<file path="config.mk">
export PLATFORM = sky130hd
export DESIGN_NAME = dw_window_feeder_flat
export DESIGN_NICKNAME = d
export VERILOG_FILES = /design/src/rtl/dw_feeder_pkg.sv /design/src/rtl/dw_window_feeder_if.sv /design/src/rtl/dw_tap_addr_gen.sv /design/src/rtl/dw_window_feeder.sv /design/src/flat_wrapper.sv
export SDC_FILE = /design/constraint.sdc
export NUM_CORES = 1
export LEC_CHECK = 0
export CELL_PAD_IN_SITES_DETAIL_PLACEMENT = 1
export CELL_PAD_IN_SITES_GLOBAL_PLACEMENT = 2
export CORE_UTILIZATION = 36
export CTS_CLUSTER_DIAMETER = 30
export DETAILED_ROUTE_END_ITERATION = 6
export PLACE_DENSITY_LB_ADDON = 0.1
export SYNTH_ARGS = -nofsm -noshare
export SYNTH_HDL_FRONTEND = slang
export SYNTH_HIERARCHICAL = 1
export SYNTH_SLANG_ARGS = --single-unit
export TNS_END_PERCENT = 10
</file>
<file path="constraint.sdc">
create_clock -name clk -period 21.8 [get_ports clk]
set_input_delay 2.18 -clock clk [delete_from_list [all_inputs] [get_ports clk]]
set_output_delay 2.18 -clock clk [all_outputs]
set_load 0.01 [all_outputs]
</file>
<file path="src/rtl/dw_feeder_pkg.sv">
// dw_feeder_pkg: shared types and constants for the
// depthwise window feeder.
package dw_feeder_pkg;

  typedef enum logic [2:0] {
    IDLE,
    FETCH,
    LAND,
    OUT,
    FIN
  } feed_state_e;

  localparam int TAP_COUNT = 9;
  localparam int PAD       = 1;
  localparam int LANES     = 4;

  function automatic logic [7:0] ceil_groups(
    input logic [7:0] c
  );
    logic [8:0] s;
    s = {1'b0, c} + 9'(LANES - 1);
    return 8'(s / 9'(LANES));
  endfunction

endpackage

</file>
<file path="src/rtl/dw_window_feeder_if.sv">
// dw_window_feeder_if: window set handshake between
// the feeder (master) and the depthwise unit (slave).
interface dw_window_feeder_if #(
  parameter int DATA_WIDTH = 8
);
  logic [DATA_WIDTH*9-1:0] window_feature1;
  logic [DATA_WIDTH*9-1:0] window_feature2;
  logic [DATA_WIDTH*9-1:0] window_feature3;
  logic [DATA_WIDTH*9-1:0] window_feature4;
  logic                    win_valid;
  logic                    win_ready;
  logic [7:0]              channel_sel;
  logic                    win_last_group;
  logic                    win_last;

  modport master (
    output window_feature1, window_feature2,
    output window_feature3, window_feature4,
    output win_valid, channel_sel,
    output win_last_group, win_last,
    input  win_ready
  );

  modport slave (
    input  window_feature1, window_feature2,
    input  window_feature3, window_feature4,
    input  win_valid, channel_sel,
    input  win_last_group, win_last,
    output win_ready
  );
endinterface

</file>
<file path="src/rtl/dw_tap_addr_gen.sv">
// dw_tap_addr_gen: maps an output pixel, kernel tap and
// channel group to a buffer word address plus in-range flag.
module dw_tap_addr_gen
  import dw_feeder_pkg::*;
#(
  parameter int ADDR_WIDTH = 16
) (
  input  logic [7:0]            h,
  input  logic [7:0]            w,
  input  logic [1:0]            ky,
  input  logic [1:0]            kx,
  input  logic [7:0]            g,
  input  logic [7:0]            size,
  input  logic [7:0]            groups,
  output logic                  in_range,
  output logic [ADDR_WIDTH-1:0] addr
);

  logic [9:0]  yp, xp, y, x;
  logic [31:0] lin;

  // yp/xp carry the +PAD offset so padding never goes negative
  always_comb begin
    yp = {2'b00, h} + {8'b0, ky};
    xp = {2'b00, w} + {8'b0, kx};
    y  = yp - 10'(PAD);
    x  = xp - 10'(PAD);
    in_range = (yp >= 10'(PAD)) && (xp >= 10'(PAD))
            && (y < {2'b00, size})
            && (x < {2'b00, size});
    lin = (32'(y) * 32'(size) + 32'(x))
        * 32'(groups) + 32'(g);
    addr = in_range ? ADDR_WIDTH'(lin) : '0;
  end

endmodule

</file>
<file path="src/rtl/dw_window_feeder.sv">
// dw_window_feeder: walks the feature map row-major with
// channel groups innermost and presents padded 3x3 windows.
module dw_window_feeder
  import dw_feeder_pkg::*;
#(
  parameter int DATA_WIDTH          = 8,
  parameter int KERNEL_SIZE         = 3,
  parameter int CHANNEL_PARALLELISM = 4,
  parameter int ADDR_WIDTH          = 16
) (
  input  logic                  clk,
  input  logic                  rst,
  input  logic                  start,
  input  logic [7:0]            input_size,
  input  logic [7:0]            channel,
  output logic                  rd_en,
  output logic [ADDR_WIDTH-1:0] rd_addr,
  input  logic [DATA_WIDTH*CHANNEL_PARALLELISM-1:0] rd_data,
  dw_window_feeder_if.master    win,
  output logic                  busy,
  output logic                  done
);

  feed_state_e state_q, state_d;
  logic [3:0] t_q, t_d;
  logic [7:0] h_q, h_d, w_q, w_d, g_q, g_d;
  logic [7:0] size_q, size_d;
  logic [7:0] chan_q, chan_d;
  logic [7:0] grp_q, grp_d;

  logic       pend_q, rng_q;
  logic [3:0] tap_p_q;
  logic [CHANNEL_PARALLELISM-1:0][TAP_COUNT-1:0]
        [DATA_WIDTH-1:0] win_q;

  logic [CHANNEL_PARALLELISM-1:0] lane_on;
  logic                  tap_rng;
  logic [ADDR_WIDTH-1:0] tap_addr;
  logic                  last_g, last_w, last_h;
  logic                  out_st;

  dw_tap_addr_gen #(
    .ADDR_WIDTH(ADDR_WIDTH)
  ) u_addr (
    .h       (h_q),
    .w       (w_q),
    .ky      (2'(t_q / 4'(KERNEL_SIZE))),
    .kx      (2'(t_q % 4'(KERNEL_SIZE))),
    .g       (g_q),
    .size    (size_q),
    .groups  (grp_q),
    .in_range(tap_rng),
    .addr    (tap_addr)
  );

  assign last_g = g_q == grp_q - 8'd1;
  assign last_w = w_q == size_q - 8'd1;
  assign last_h = h_q == size_q - 8'd1;

  // lanes past the channel count read as zero
  always_comb begin
    lane_on = '0;
    for (int l = 0; l < CHANNEL_PARALLELISM; l++)
      lane_on[l] = (10'({g_q, 2'b00}) + 10'(l))
                 < {2'b00, chan_q};
  end

  always_comb begin
    state_d = state_q;
    t_d     = t_q;
    h_d     = h_q;
    w_d     = w_q;
    g_d     = g_q;
    size_d  = size_q;
    chan_d  = chan_q;
    grp_d   = grp_q;
    unique case (state_q)
      IDLE: if (start) begin
        size_d = input_size;
        chan_d = channel;
        grp_d  = ceil_groups(channel);
        t_d    = '0;
        h_d    = '0;
        w_d    = '0;
        g_d    = '0;
        if (input_size == 8'd0 || channel == 8'd0)
          state_d = FIN;
        else
          state_d = FETCH;
      end
      FETCH: begin
        if (t_q == 4'(TAP_COUNT - 1)) begin
          t_d     = '0;
          state_d = LAND;
        end else begin
          t_d = t_q + 4'd1;
        end
      end
      LAND: state_d = OUT;
      OUT: if (win.win_ready) begin
        state_d = FETCH;
        if (!last_g) begin
          g_d = g_q + 8'd1;
        end else begin
          g_d = '0;
          if (!last_w) begin
            w_d = w_q + 8'd1;
          end else begin
            w_d = '0;
            if (!last_h) h_d = h_q + 8'd1;
            else state_d = FIN;
          end
        end
      end
      FIN: state_d = IDLE;
      default: state_d = IDLE;
    endcase
  end

  // tap data lands one cycle after its read strobe
  always_ff @(posedge clk or posedge rst) begin
    if (rst) begin
      state_q <= IDLE;
      t_q     <= '0;
      h_q     <= '0;
      w_q     <= '0;
      g_q     <= '0;
      size_q  <= '0;
      chan_q  <= '0;
      grp_q   <= '0;
      pend_q  <= 1'b0;
      rng_q   <= 1'b0;
      tap_p_q <= '0;
      win_q   <= '0;
    end else begin
      state_q <= state_d;
      t_q     <= t_d;
      h_q     <= h_d;
      w_q     <= w_d;
      g_q     <= g_d;
      size_q  <= size_d;
      chan_q  <= chan_d;
      grp_q   <= grp_d;
      pend_q  <= state_q == FETCH;
      rng_q   <= tap_rng;
      tap_p_q <= t_q;
      if (pend_q)
        for (int l = 0; l < CHANNEL_PARALLELISM; l++)
          win_q[l][tap_p_q] <= (rng_q && lane_on[l])
            ? rd_data[DATA_WIDTH*l +: DATA_WIDTH]
            : '0;
    end
  end

  assign out_st  = state_q == OUT;
  assign rd_en   = (state_q == FETCH) && tap_rng;
  assign rd_addr = rd_en ? tap_addr : '0;
  assign busy    = state_q != IDLE;
  assign done    = state_q == FIN;

  assign win.win_valid       = out_st;
  assign win.channel_sel     = out_st ? 8'({g_q, 2'b00}) : '0;
  assign win.win_last_group  = out_st && last_g;
  assign win.win_last        = out_st && last_g
                            && last_w && last_h;
  assign win.window_feature1 = win_q[0];
  assign win.window_feature2 = win_q[1];
  assign win.window_feature3 = win_q[2];
  assign win.window_feature4 = win_q[3];

endmodule

</file>
<file path="src/flat_wrapper.sv">
// flat-port wrapper written by rule: the top's interface ports become plain ports
module dw_window_feeder_flat import dw_feeder_pkg::*;
#(
  parameter int DATA_WIDTH          = 8,
  parameter int KERNEL_SIZE         = 3,
  parameter int CHANNEL_PARALLELISM = 4,
  parameter int ADDR_WIDTH          = 16
)
  (clk, rst, start, input_size, channel, rd_en, rd_addr, rd_data, busy, done, win_window_feature1, win_window_feature2, win_window_feature3, win_window_feature4, win_win_valid, win_channel_sel, win_win_last_group, win_win_last, win_win_ready);
  dw_window_feeder_if #(.DATA_WIDTH(DATA_WIDTH)) win_i ();
  input  logic clk;
  input  logic rst;
  input  logic start;
  input  logic [7:0] input_size;
  input  logic [7:0] channel;
  output logic rd_en;
  output logic [ADDR_WIDTH-1:0] rd_addr;
  input  logic [DATA_WIDTH*CHANNEL_PARALLELISM-1:0] rd_data;
  output logic busy;
  output logic done;
  output wire logic [$bits(win_i.window_feature1)-1:0] win_window_feature1;
  output wire logic [$bits(win_i.window_feature2)-1:0] win_window_feature2;
  output wire logic [$bits(win_i.window_feature3)-1:0] win_window_feature3;
  output wire logic [$bits(win_i.window_feature4)-1:0] win_window_feature4;
  output wire logic [$bits(win_i.win_valid)-1:0] win_win_valid;
  output wire logic [$bits(win_i.channel_sel)-1:0] win_channel_sel;
  output wire logic [$bits(win_i.win_last_group)-1:0] win_win_last_group;
  output wire logic [$bits(win_i.win_last)-1:0] win_win_last;
  input wire logic [$bits(win_i.win_ready)-1:0] win_win_ready;
  assign win_window_feature1 = win_i.window_feature1;
  assign win_window_feature2 = win_i.window_feature2;
  assign win_window_feature3 = win_i.window_feature3;
  assign win_window_feature4 = win_i.window_feature4;
  assign win_win_valid = win_i.win_valid;
  assign win_channel_sel = win_i.channel_sel;
  assign win_win_last_group = win_i.win_last_group;
  assign win_win_last = win_i.win_last;
  assign win_i.win_ready = win_win_ready;
  dw_window_feeder #(.DATA_WIDTH(DATA_WIDTH), .KERNEL_SIZE(KERNEL_SIZE), .CHANNEL_PARALLELISM(CHANNEL_PARALLELISM), .ADDR_WIDTH(ADDR_WIDTH)) u_core (.clk(clk), .rst(rst), .start(start), .input_size(input_size), .channel(channel), .rd_en(rd_en), .rd_addr(rd_addr), .rd_data(rd_data), .win(win_i), .busy(busy), .done(done));
endmodule
</file>
==> summary.md, run 1 <==
| Metric | Value |
|---|---|
| TNS Setup | 0 ps |
| Share of cells above drive strength 1 | 6.43% |
| Vias per Instance | 5.06 |
| Crit path largest cell delay | 710 ps |
| Critical path startpoint category | flop |
| Setup Buffers After CTS | 0 |
| Final Skew | 16.8 ps |
| Least-Margin Pin Slew | 1270 ps |
| CP max-delay cell | xnor2_1 |
| PortBufs | 367 |
| Total of max-cap violations | 0 |
| Crit Path Class | flop to primary output |
| Io pins | 370 |
| Layout Nets | 2970 |
| Largest net degree at the start of global routing | 128 |
| CP endpoint kind | primary output |
| Row cnt | 88 |
| Fmax achieved | 64.7 MHz |
| Final HPWL DP | 54000 um |
| Antenna Nets Post-Route | 0 |
| Die Y | 245 um |
| Clock Root Buffer | clkbuf_16 |
| Synth area leaders | dfrtp_1 41%, fa_1 12%, nand2_1 8.5% |
| Crit path DAT | 13270 ps |
| Clock Path Buffers | 3 |
| Core Region | 58000 sq um |
| Worst rel slew slack | 15.0% |
| Critical Path RT | 19620 ps |
| All-Layer GR Usage | 24.5% |
| Final setup viols | 0 |
| Sink Count | 348 |
| Starting Density | 36.7% |
| Yosys warns | 6 |
| Main synth FF type | dfrtp_1 |
| Mapped Area | 21300 sq um |
| Seq/Total Area, Yosys | 40.9% |
| Die Wd | 245 um |
| Clk slew on worst S/H paths | 50 ps |
| Final worst path period need | 15450 ps |
| Number of synthesized flops with an enable pin | 0 |
| CTS resizes | 0 |
| Syn-to-layout area delta | 33.2% |
| Yosys top cell area share | 40.9% |
| H-tree depth | 3 |
| Synth Instances | 2318 |
| Detailed-route wire length | 72400 um |
| Initial antenna violation count | 0 |
| Post-Synthesis Mean Instance Area | 9.19 sq um |
| Drt wl/cell | 20.7 um |
| Yosys top cell by area | dfrtp_1 |
| Cell mode on critical path | fa_1 |
| CTS buffer count | 73 |
| Worst Hold Class | flop to flop |
| Status | finished, final reports clean |
| R2R setup slack | 15480 ps |
| DRC viols | 0 |
| Post-synthesis cell type count | 82 |
| CTS Hold Bufs | 0 |
| Asr flop ratio synth | 100% |
| Max Slew Vio Count | 0 |
| Count leader, synth | nand2_1 |
| DR pass1 iterations | 5 |
| Grt ovf | 0 |
| Vias in the first global route | 18.9k |
| Final Hold Viols | 0 |
| RSZ-0062 raised after global routing | false |
| Fill count | 6476 |
| Period utilization | 70.9% |
| Most frequent cells after synthesis | 481 x nand2_1, 348 x dfrtp_1, 331 x o21ai_0 |
| Initial DRC Count | 798 |
| First-pass GRT wire length | 114000 um |
| Critical path peak fanout | 9 |
| GPL Wtd Cong | 0.821 |
| Clock Latency Late Sink | 560 ps |
| Vias | 17.7k |
| CTS tree | built |
| Die ar. | 60100 sq um |
| Synthesized flop and latch total | 348 |
## logic make-up after synthesis
| logic type | count (synthesis) | synth area share [%] |
|---|---|---|
| flops | 348 | 40.9 |
| other cells | 1 | 0.0176 |
| xor+xnor | 96 | 4.24 |
| simple gates | 819 | 17.6 |
| fa+ha+maj | 236 | 18.3 |
| compound gates | 464 | 12.3 |
| buf+inv | 345 | 6.15 |
| mux | 9 | 0.476 |
## state kept, by name, summed over array words and instances, names as in the netlist
register and count:
u_core/win.window_feature1 72, u_core/win.window_feature2 72, u_core/win.window_feature3 72, u_core/win.window_feature4 72, u_core/chan_q 8, u_core/g_q 8
u_core/h_q 8, u_core/size_q 8, u_core/w_q 8, u_core/grp_q 7, u_core/t_q 4, u_core/tap_p_q 4
u_core/state_q 3, u_core/pend_q 1, u_core/rng_q 1
## through the flow
| stage | setup WS, ps | instance area, sq um | hold slack, ps | std cells | utilization [%] |
|---|---|---|---|---|---|
| after detailed placement | 6880 | 25700 | 469 | 3372 | 44.3 |
| after global routing | 5300 | 28400 | 493 | 3501 | 48.9 |
| after global placement | 7270 | 25700 | 461 | 3372 | 44.3 |
| after floorplan | 8760 | 21300 | 436 | 2320 | - |
| final | 6350 | 28400 | 473 | 3502 | 48.9 |
| after CTS | 6250 | 28400 | 480 | 3501 | 48.9 |
## cell usage in the layout, fill, tap and decap left out, types with 5 or more instances in the layout
master / n
clkdlybuf4s50_1: 367
ha_1: 110
nor3b_1: 5
o21ai_0: 331
dfrtp_1: 348
nor4_1: 14
nor3_1: 24
xor2_1: 32
clkinv_4: 8
o21a_1: 6
nor2b_1: 13
and3_1: 30
a211oi_1: 8
nand2_1: 479
buf_4: 18
o31ai_1: 9
and4_1: 5
nor2_1: 86
fa_1: 126
and2_1: 76
or3_1: 7
o211ai_1: 5
or2_2: 5
clkbuf_16: 74
inv_1: 246
clkbuf_8: 7
clkinv_2: 8
bufinv_16: 15
nand2b_1: 6
nand3_1: 20
xnor2_1: 59
a21o_1: 12
or4_1: 7
nand3b_1: 5
a21oi_1: 44
clkinvlp_4: 9
nand4_1: 15
## final timing paths
path / start / endpoint / cells past startpoint
hold / removal: u_core/win.window_feature2[24] / u_core/win.window_feature2[24] / 2
min in group asynchronous: rst / u_core/win.window_feature1[8] / 2
max in group asynchronous: rst / u_core/win.window_feature4[37] / 3
setup / recovery: u_core/t_q[2] / rd_addr[15] / 44
setup reg to reg: u_core/t_q[2] / u_core/rng_q / 23
hold reg to reg: u_core/win.window_feature2[24] / u_core/win.window_feature2[24] / 2
## layout make-up
class / instances / area [sq um] / share of cell area [%]
multi-input combinational: 1627 / 11300 / 39.9
sequential: 348 / 8710 / 30.7
timing repair buffer: 385 / 3810 / 13.4
clock buffer: 85 / 1960 / 6.92
tap: 765 / 957 / 3.38
inverter: 247 / 935 / 3.30
clock inverter: 44 / 671 / 2.36
antenna: 1 / 2.50 / 0.00882
## per-layer routing
metal | wire [um] | global-route usage, % | up-vias
li1 | - | - | 8320
met1 | 31100 | 31.1 | 8970
met2 | 36300 | 42.8 | 339
met3 | 3000 | 3.58 | 84
met4 | 2030 | 7.76 | 0
met5 | 0 | 0 | -
## critical path, delay by kind of cell (launching register included)
| family | cells | cell delay, ps |
|---|---|---|
| compound gates | 6 | 1380 |
| xor+xnor | 10 | 3000 |
| fa+ha+maj | 14 | 5400 |
| buf+inv | 6 | 890 |
| flops | 1 | 460 |
| simple gates | 8 | 1570 |
Power of run 1 is left out: the tool's default activity adds up to more than one toggle a clock period on the data nets, which glitch-free logic cannot reach.
==> run 2, diff against run 1 <==
Settings changed: CORE_UTILIZATION 36 to 30.
Clock period 21.8 ns to 13.2 ns, I/O delays scaled along.
==> summary.md, run 2 (synthesized netlist as in run 1, its figures left out) <==
| Metric | Value |
|---|---|
| GPL Wtd Cong | 0.797 (-3.0%) |
| Fmax achieved | 77.5 MHz |
| Commonest non-fill, non-tap cell in the layout | nand2_1 |
| Core Region | 70100 sq um (+21%) |
| Largest net degree at the start of global routing | 104 (-19%) |
| Vias in the first global route | 19.3k (+1.9%) |
| Finished Cell Area | 29700 sq um (+4.6%) |
| Critical path startpoint category | flop |
| Worst reg-to-reg path cell count | 26 (+13%) |
| Critical Path RT | 11880 ps (-7740 ps) |
| All-Layer GR Usage | 21.2% (-3.3 points) |
| DRC viols | 0 (unchanged) |
| Worst Hold Path EP | u_core/win.window_feature2[27] |
| TNS Setup | 0 ps (unchanged) |
| Share of cells above drive strength 1 | 11.3% (+4.9 points) |
| Initial DRC Count | 819 (+2.6%) |
| CTS tree | built |
| Non-filler cells, final | 3763 (+7.5%) |
| Placed cell count | 3599 (+6.7%) |
| Least-Margin Pin Slew | 1030 ps (-242 ps) |
| Die Y | 268 um (+9.5%) |
| Die ar. | 72000 sq um (+20%) |
| CP max-delay cell | fa_2 |
| Crit Path Class | flop to primary output |
| Clock Latency Late Sink | 590 ps (+30 ps) |
| Initial antenna violation count | 2 (+2) |
| Vias | 17.9k (+0.99%) |
| Hold_sp | u_core/win.window_feature2[27] |
| Grt ovf | 0 (unchanged) |
| First-pass GRT wire length | 117000 um (+2.4%) |
| Most frequent cells in the layout | 479 x nand2_1, 363 x clkdlybuf4s50_1, 347 x dfrtp_1 |
| CTS buffer count | 81 (+11%) |
| Die Wd | 268 um (+9.5%) |
| Reg-to-Reg Start | u_core/t_q[2] |
| Final worst path period need | 12910 ps |
| Starting Density | 30.4% (-6.3 points) |
| Layout Nets | 3046 (+2.6%) |
| Clock Root Buffer | clkbuf_16 |
| Clk slew on worst S/H paths | 50 ps (about the same) |
| Total of max-cap violations | 0 (unchanged) |
| Antenna Nets Post-Route | 0 (unchanged) |
| H-tree depth | 3 (unchanged) |
| Critical path peak fanout | 5 (-4) |
| CP endpoint kind | primary output |
| Final Skew | 20.5 ps (+3.79 ps) |
| Syn-to-layout area delta | 39.3% |
| Crit path largest cell delay | 570 ps (-140 ps) |
| R2R setup slack | 7680 ps (-7800 ps) |
| RSZ-0062 raised after global routing | true |
| Crit path DAT | 11590 ps (-1680 ps) |
| Detailed-route wire length | 75300 um (+4.1%) |
| Final HPWL DP | 56400 um (+4.5%) |
| Max Slew Vio Count | 0 (unchanged) |
| Period utilization | 97.8% |
| PortBufs | 367 (unchanged) |
| Drt wl/cell | 20.0 um (-3.2%) |
| Status | finished, final reports clean |
| Clock Path Buffers | 3 (unchanged) |
| Sink Count | 348 (unchanged) |
| DR pass1 iterations | 4 (-1) |
| Worst rel slew slack | 30.5% (+16 points) |
| Fill count | 7966 (+23%) |
| Cell Area, Placed | 26300 sq um (+2.4%) |
| Hold path depth | 2 (unchanged) |
| Row cnt | 97 (+10%) |
| Worst Hold Class | flop to flop |
| Final Hold Viols | 0 (unchanged) |
| Io pins | 370 (unchanged) |
| Vias per Instance | 4.75 (-6.0%) |
| Worst reg2reg endpoint | u_core/rng_q |
| Final setup viols | 0 (unchanged) |
[run 2: what timing repair did]
item | 4_1_cts | 5_1_grt
resized for setup | 42 | 49
hold buffers | 0 | 0
buffers inserted | 7 | 9
pin swaps | 14 | 38
gates cloned | 0 | 0
endpoints found under the setup margin | 8 | 8
[run 2: worst max-delay path by stage]
stage	start	to	slack [ps]	cells after the start
after floorplan	u_core/t_q[2]	rd_addr[15]	1020	44
after global placement	u_core/t_q[3]	rd_addr[15]	30	49
after detailed placement	u_core/t_q[3]	rd_addr[15]	-280	46
after CTS	u_core/t_q[2]	rd_addr[14]	-30	48
after global routing	u_core/t_q[2]	rd_addr[15]	-260	46
final	u_core/t_q[2]	rd_addr[15]	290	48
[run 2: final cells by class]
| cell class | count | area (sq um) | share of cell area (%) |
|---|---|---|---|
| antenna | 1 | 2.50 | 0.00844 |
| clock buffer | 100 | 2240 | 7.55 |
| clock inverter | 47 | 542 | 1.83 |
| inverter | 247 | 935 | 3.15 |
| multi-input combinational | 1627 | 11700 | 39.5 |
| sequential | 348 | 8710 | 29.4 |
| tap | 940 | 1180 | 3.96 |
| timing repair buffer | 453 | 4340 | 14.6 |
[run 2: metal layers]
layer | track usage [%] | routed length (um)
met1 | 26.3 | 32000
met2 | 36.9 | 37400
met3 | 3.72 | 3690
met4 | 7.39 | 2210
met5 | 0 | 0
[run 2: worst max-delay path, delay by kind of cell (launching register included)]
kind                     cells  cell delay (ps)
buffers and inverters       11              890
adder cells (fa/ha/maj)     17             5950
AND/OR/NAND/NOR              9             1720
XOR/XNOR                     5              870
multiplexers                 1              310
flip-flops                   1              390
AO/OA/AOI/OAI                5              840
[run 2: through the flow]
stage / worst slack, ps / hold slack (ps) / util (%)
3_3_place_gp: 27.5 / 460 / 37.5
6_report: 293 / 472 / 42.3
4_1_cts: -29.9 / 480 / 41.9
2_1_floorplan: 1020 / 436 / -
3_5_place_dp: -280 / 469 / 37.5
5_1_grt: -259 / 498 / 42.3
Power of run 2 is left out for the same reason.
==> run 3, diff against run 2 <==
Settings changed: SYNTH_HIERARCHICAL 1 to default.
==> summary.md, run 3 <==
| Metric | Value |
|---|---|
| Yosys top cell area share | 42.4% (+1.5 points) |
| TNS Setup | 0 ps (unchanged) |
| Yosys top cell by area | dfrtp_1 |
| Mapped Area | 20500 sq um (-3.5%) |
| Critical Path RT | 11880 ps (about the same) |
| Cell mode on critical path | fa_1 |
| Final worst path period need | 12890 ps (-22.4 ps) |
| DR pass1 iterations | 5 (+1) |
| Crit path largest cell delay | 580 ps (about the same) |
| Crit path DAT | 11570 ps (-20 ps) |
| Initial antenna violation count | 0 (-2) |
| H-tree depth | 3 (unchanged) |
| All-Layer GR Usage | 21.0% (-0.24 points) |
| CTS Hold Bufs | 0 (unchanged) |
| Most frequent cells after synthesis | 460 x nand2_1, 348 x dfrtp_1, 338 x o21ai_0 |
| Vias per Instance | 4.75 (about the same) |
| Clock Root Buffer | clkbuf_16 |
| Grt ovf | 0 (unchanged) |
| Syn-to-layout area delta | 39.9% |
| Share of cells above drive strength 1 | 9.52% (-1.8 points) |
| Placed cell count | 3369 (-6.4%) |
| Delay-heaviest family, CP | adder cells |
| Fmax achieved | 77.6 MHz (+0.17%) |
| Clock Path Buffers | 3 (unchanged) |
| Detailed-route wire length | 71700 um (-4.7%) |
| Clk slew on worst S/H paths | 40 ps (about the same) |
| Core Region | 67500 sq um (-3.8%) |
| Io pins | 370 (unchanged) |
| Final Hold Viols | 0 (unchanged) |
| Worst Hold Class | flop to flop |
| Seq/Total Area, Yosys | 42.4% (+1.5 points) |
| Synth area leaders | dfrtp_1 42%, fa_1 11%, nand2_1 8.4% |
| CTS tree | built |
| Final HPWL DP | 54200 um (-3.9%) |
| Post-Synthesis Mean Instance Area | 9.35 sq um (+1.8%) |
| CP endpoint kind | primary output |
| Diode count | 0 (-1) |
| Crit Path Class | flop to primary output |
| Die ar. | 69500 sq um (-3.5%) |
| Status | finished, final reports clean |
| Yosys warns | 0 (-6) |
| Fill count | 7517 (-5.6%) |
| Critical path peak fanout | 7 (+2) |
| Layout Nets | 2877 (-5.5%) |
| Die Y | 264 um (-1.7%) |
| Register area | 8710 sq um (about the same) |
| Critical path startpoint category | flop |
| Number of synthesized flops with an enable pin | 0 (unchanged) |
| Period utilization | 97.6% (-0.17 points) |
| Drt wl/cell | 20.2 um (+1.2%) |
| Die Wd | 264 um (-1.7%) |
| Commonest non-fill, non-tap cell in the layout | nand2_1 |
| Most frequent cells in the layout | 455 x nand2_1, 362 x clkdlybuf4s50_1, 348 x dfrtp_1 |
| Largest net degree at the start of global routing | 156 (+50%) |
| Sink Count | 348 (unchanged) |
| Least-Margin Pin Slew | 964 ps (-68.9 ps) |
| Final setup viols | 0 (unchanged) |
| DRC viols | 0 (unchanged) |
| Buffers & Inverters on Critical Path | 9 (-2) |
| CTS buffer count | 95 (+17%) |
| Main synth FF type | dfrtp_1 |
| CP max-delay cell | fa_2 |
| First-pass GRT wire length | 111000 um (-4.3%) |
| Tightest hold margin | 468 ps (-3.47 ps) |
| Row cnt | 95 (-2.1%) |
| Max Slew Vio Count | 0 (unchanged) |
| Synth Instances | 2197 (-5.2%) |
| Total of max-cap violations | 0 (unchanged) |
| Clock Latency Late Sink | 620 ps (+30 ps) |
| Antenna Nets Post-Route | 0 (unchanged) |
| RSZ-0062 raised after global routing | true |
| Initial DRC Count | 682 (-17%) |
| Vias in the first global route | 18.1k (-6.3%) |
| Final Core Density | 42.6% (+0.30 points) |
| Starting Density | 30.4% (+0.084 points) |
| PortBufs | 367 (unchanged) |
| Synthesized flop and latch total | 348 (unchanged) |
| Area of the multi-input gates | 10900 sq um (-6.9%) |
| Final Skew | 44.0 ps (+23.5 ps) |
| GPL Wtd Cong | 0.831 (+4.4%) |
| Post-synthesis cell type count | 75 (-8.5%) |
| Asr flop ratio synth | 100% (unchanged) |
| Count leader, synth | nand2_1 |
| Vias | 16.8k (-5.9%) |
| Non-filler cells, final | 3542 (-5.9%) |
| Worst rel slew slack | 35.8% (+5.2 points) |
-- run 3: changes by cell type in the layout (fill, tap and decap cells not counted), moves of 9 or more --
cell | previous run | this run
nand2_1 | 479 | 455
clkbuf_1 | 7 | 19
clkbuf_16 | 83 | 98
clkinv_2 | 23 | 14
o21ai_0 | 326 | 335
and3_1 | 30 | 14
clkbuf_8 | 10 | 23
buf_4 | 84 | 37
inv_1 | 244 | 201
xnor2_1 | 49 | 60
-- run 3: per-stage QoR --
stage	setup slack [ps]	cell area [sq um]
floorplan	1380	20600
global placement	241	25200
global route	-291	28800
detailed placement	-36.9	25200
finish	315	28800
CTS	-26.4	28600
-- run 3: area by class of cell --
class,instances,area share (%)
repair buffers,405,13.8
clock inverters,29,1.62
multi-input cells,1544,37.9
flip-flops and latches,348,30.3
well taps,873,3.80
clock buffers,140,9.88
inverters,203,2.68
-- run 3: what timing repair did --
action | 4_1_cts | 5_1_grt
endpoints found under the setup margin | 5 | 6
gates resized for setup | 26 | 28
pin swaps | 0 | 2
buffers inserted | 2 | 2
-- run 3: worst reg2reg max path, cell delays in order (launching register included) --
cell and delay [ps]:
dfrtp_1 420, inv_2 120, nor2_2 50, ha_1 180, inv_1 60, ha_2 270
nor3b_1 140, a31oi_1 130, o21ai_0 120, nand2b_2 140, ha_2 210, inv_1 60
fa_2 580, ha_4 180, nand2_1 120, nor4b_2 310, a21oi_1 110, xnor2_2 170
buf_4 150, buf_4 160, ha_1 180, a211oi_1 230, nand4_1 130, a41oi_1 210
o21ai_0 110, or4_1 600, nor3_2 530
-- run 3: per-layer routing --
metal	vias up	track usage [%]	wire (um)
li1	7942	-	-
met1	8457	27.5	32500
met2	348	35.3	34600
met3	88	3.75	3170
met4	0	5.90	1430
met5	-	0	0
-- run 3: worst paths after layout --
| kind | from | to | slack, ps | cells after the start |
|---|---|---|---|---|
| max | u_core.t_q[2] | rd_addr[15] | 310 | 45 |
| min | u_core.t_q[2] | u_core.tap_p_q[2] | 470 | 0 |
| max reg2reg | u_core.t_q[2] | u_core.rng_q | 7380 | 26 |
| min reg2reg | u_core.t_q[2] | u_core.tap_p_q[2] | 470 | 0 |
| max in group asynchronous | rst | u_core.win.window_feature1[3] | 9510 | 4 |
| min in group asynchronous | rst | u_core.win.window_feature4[5] | 1280 | 2 |
-- run 3: cells by family (layout without fill, tap and decap cells) --
family | count (synthesis) | in the layout | synth area share [%]
other | 1 | 2 | 0.0182
AO/OA/AOI/OAI | 440 | 440 | 11.8
multiplexers | 7 | 7 | 0.353
XOR/XNOR | 108 | 108 | 4.83
AND/OR/NAND/NOR | 759 | 759 | 16.6
buffers and inverters | 306 | 777 | 5.80
adder cells (fa/ha/maj) | 228 | 228 | 18.2
flip-flops | 348 | 348 | 42.4
Power of run 3 is left out for the same reason.
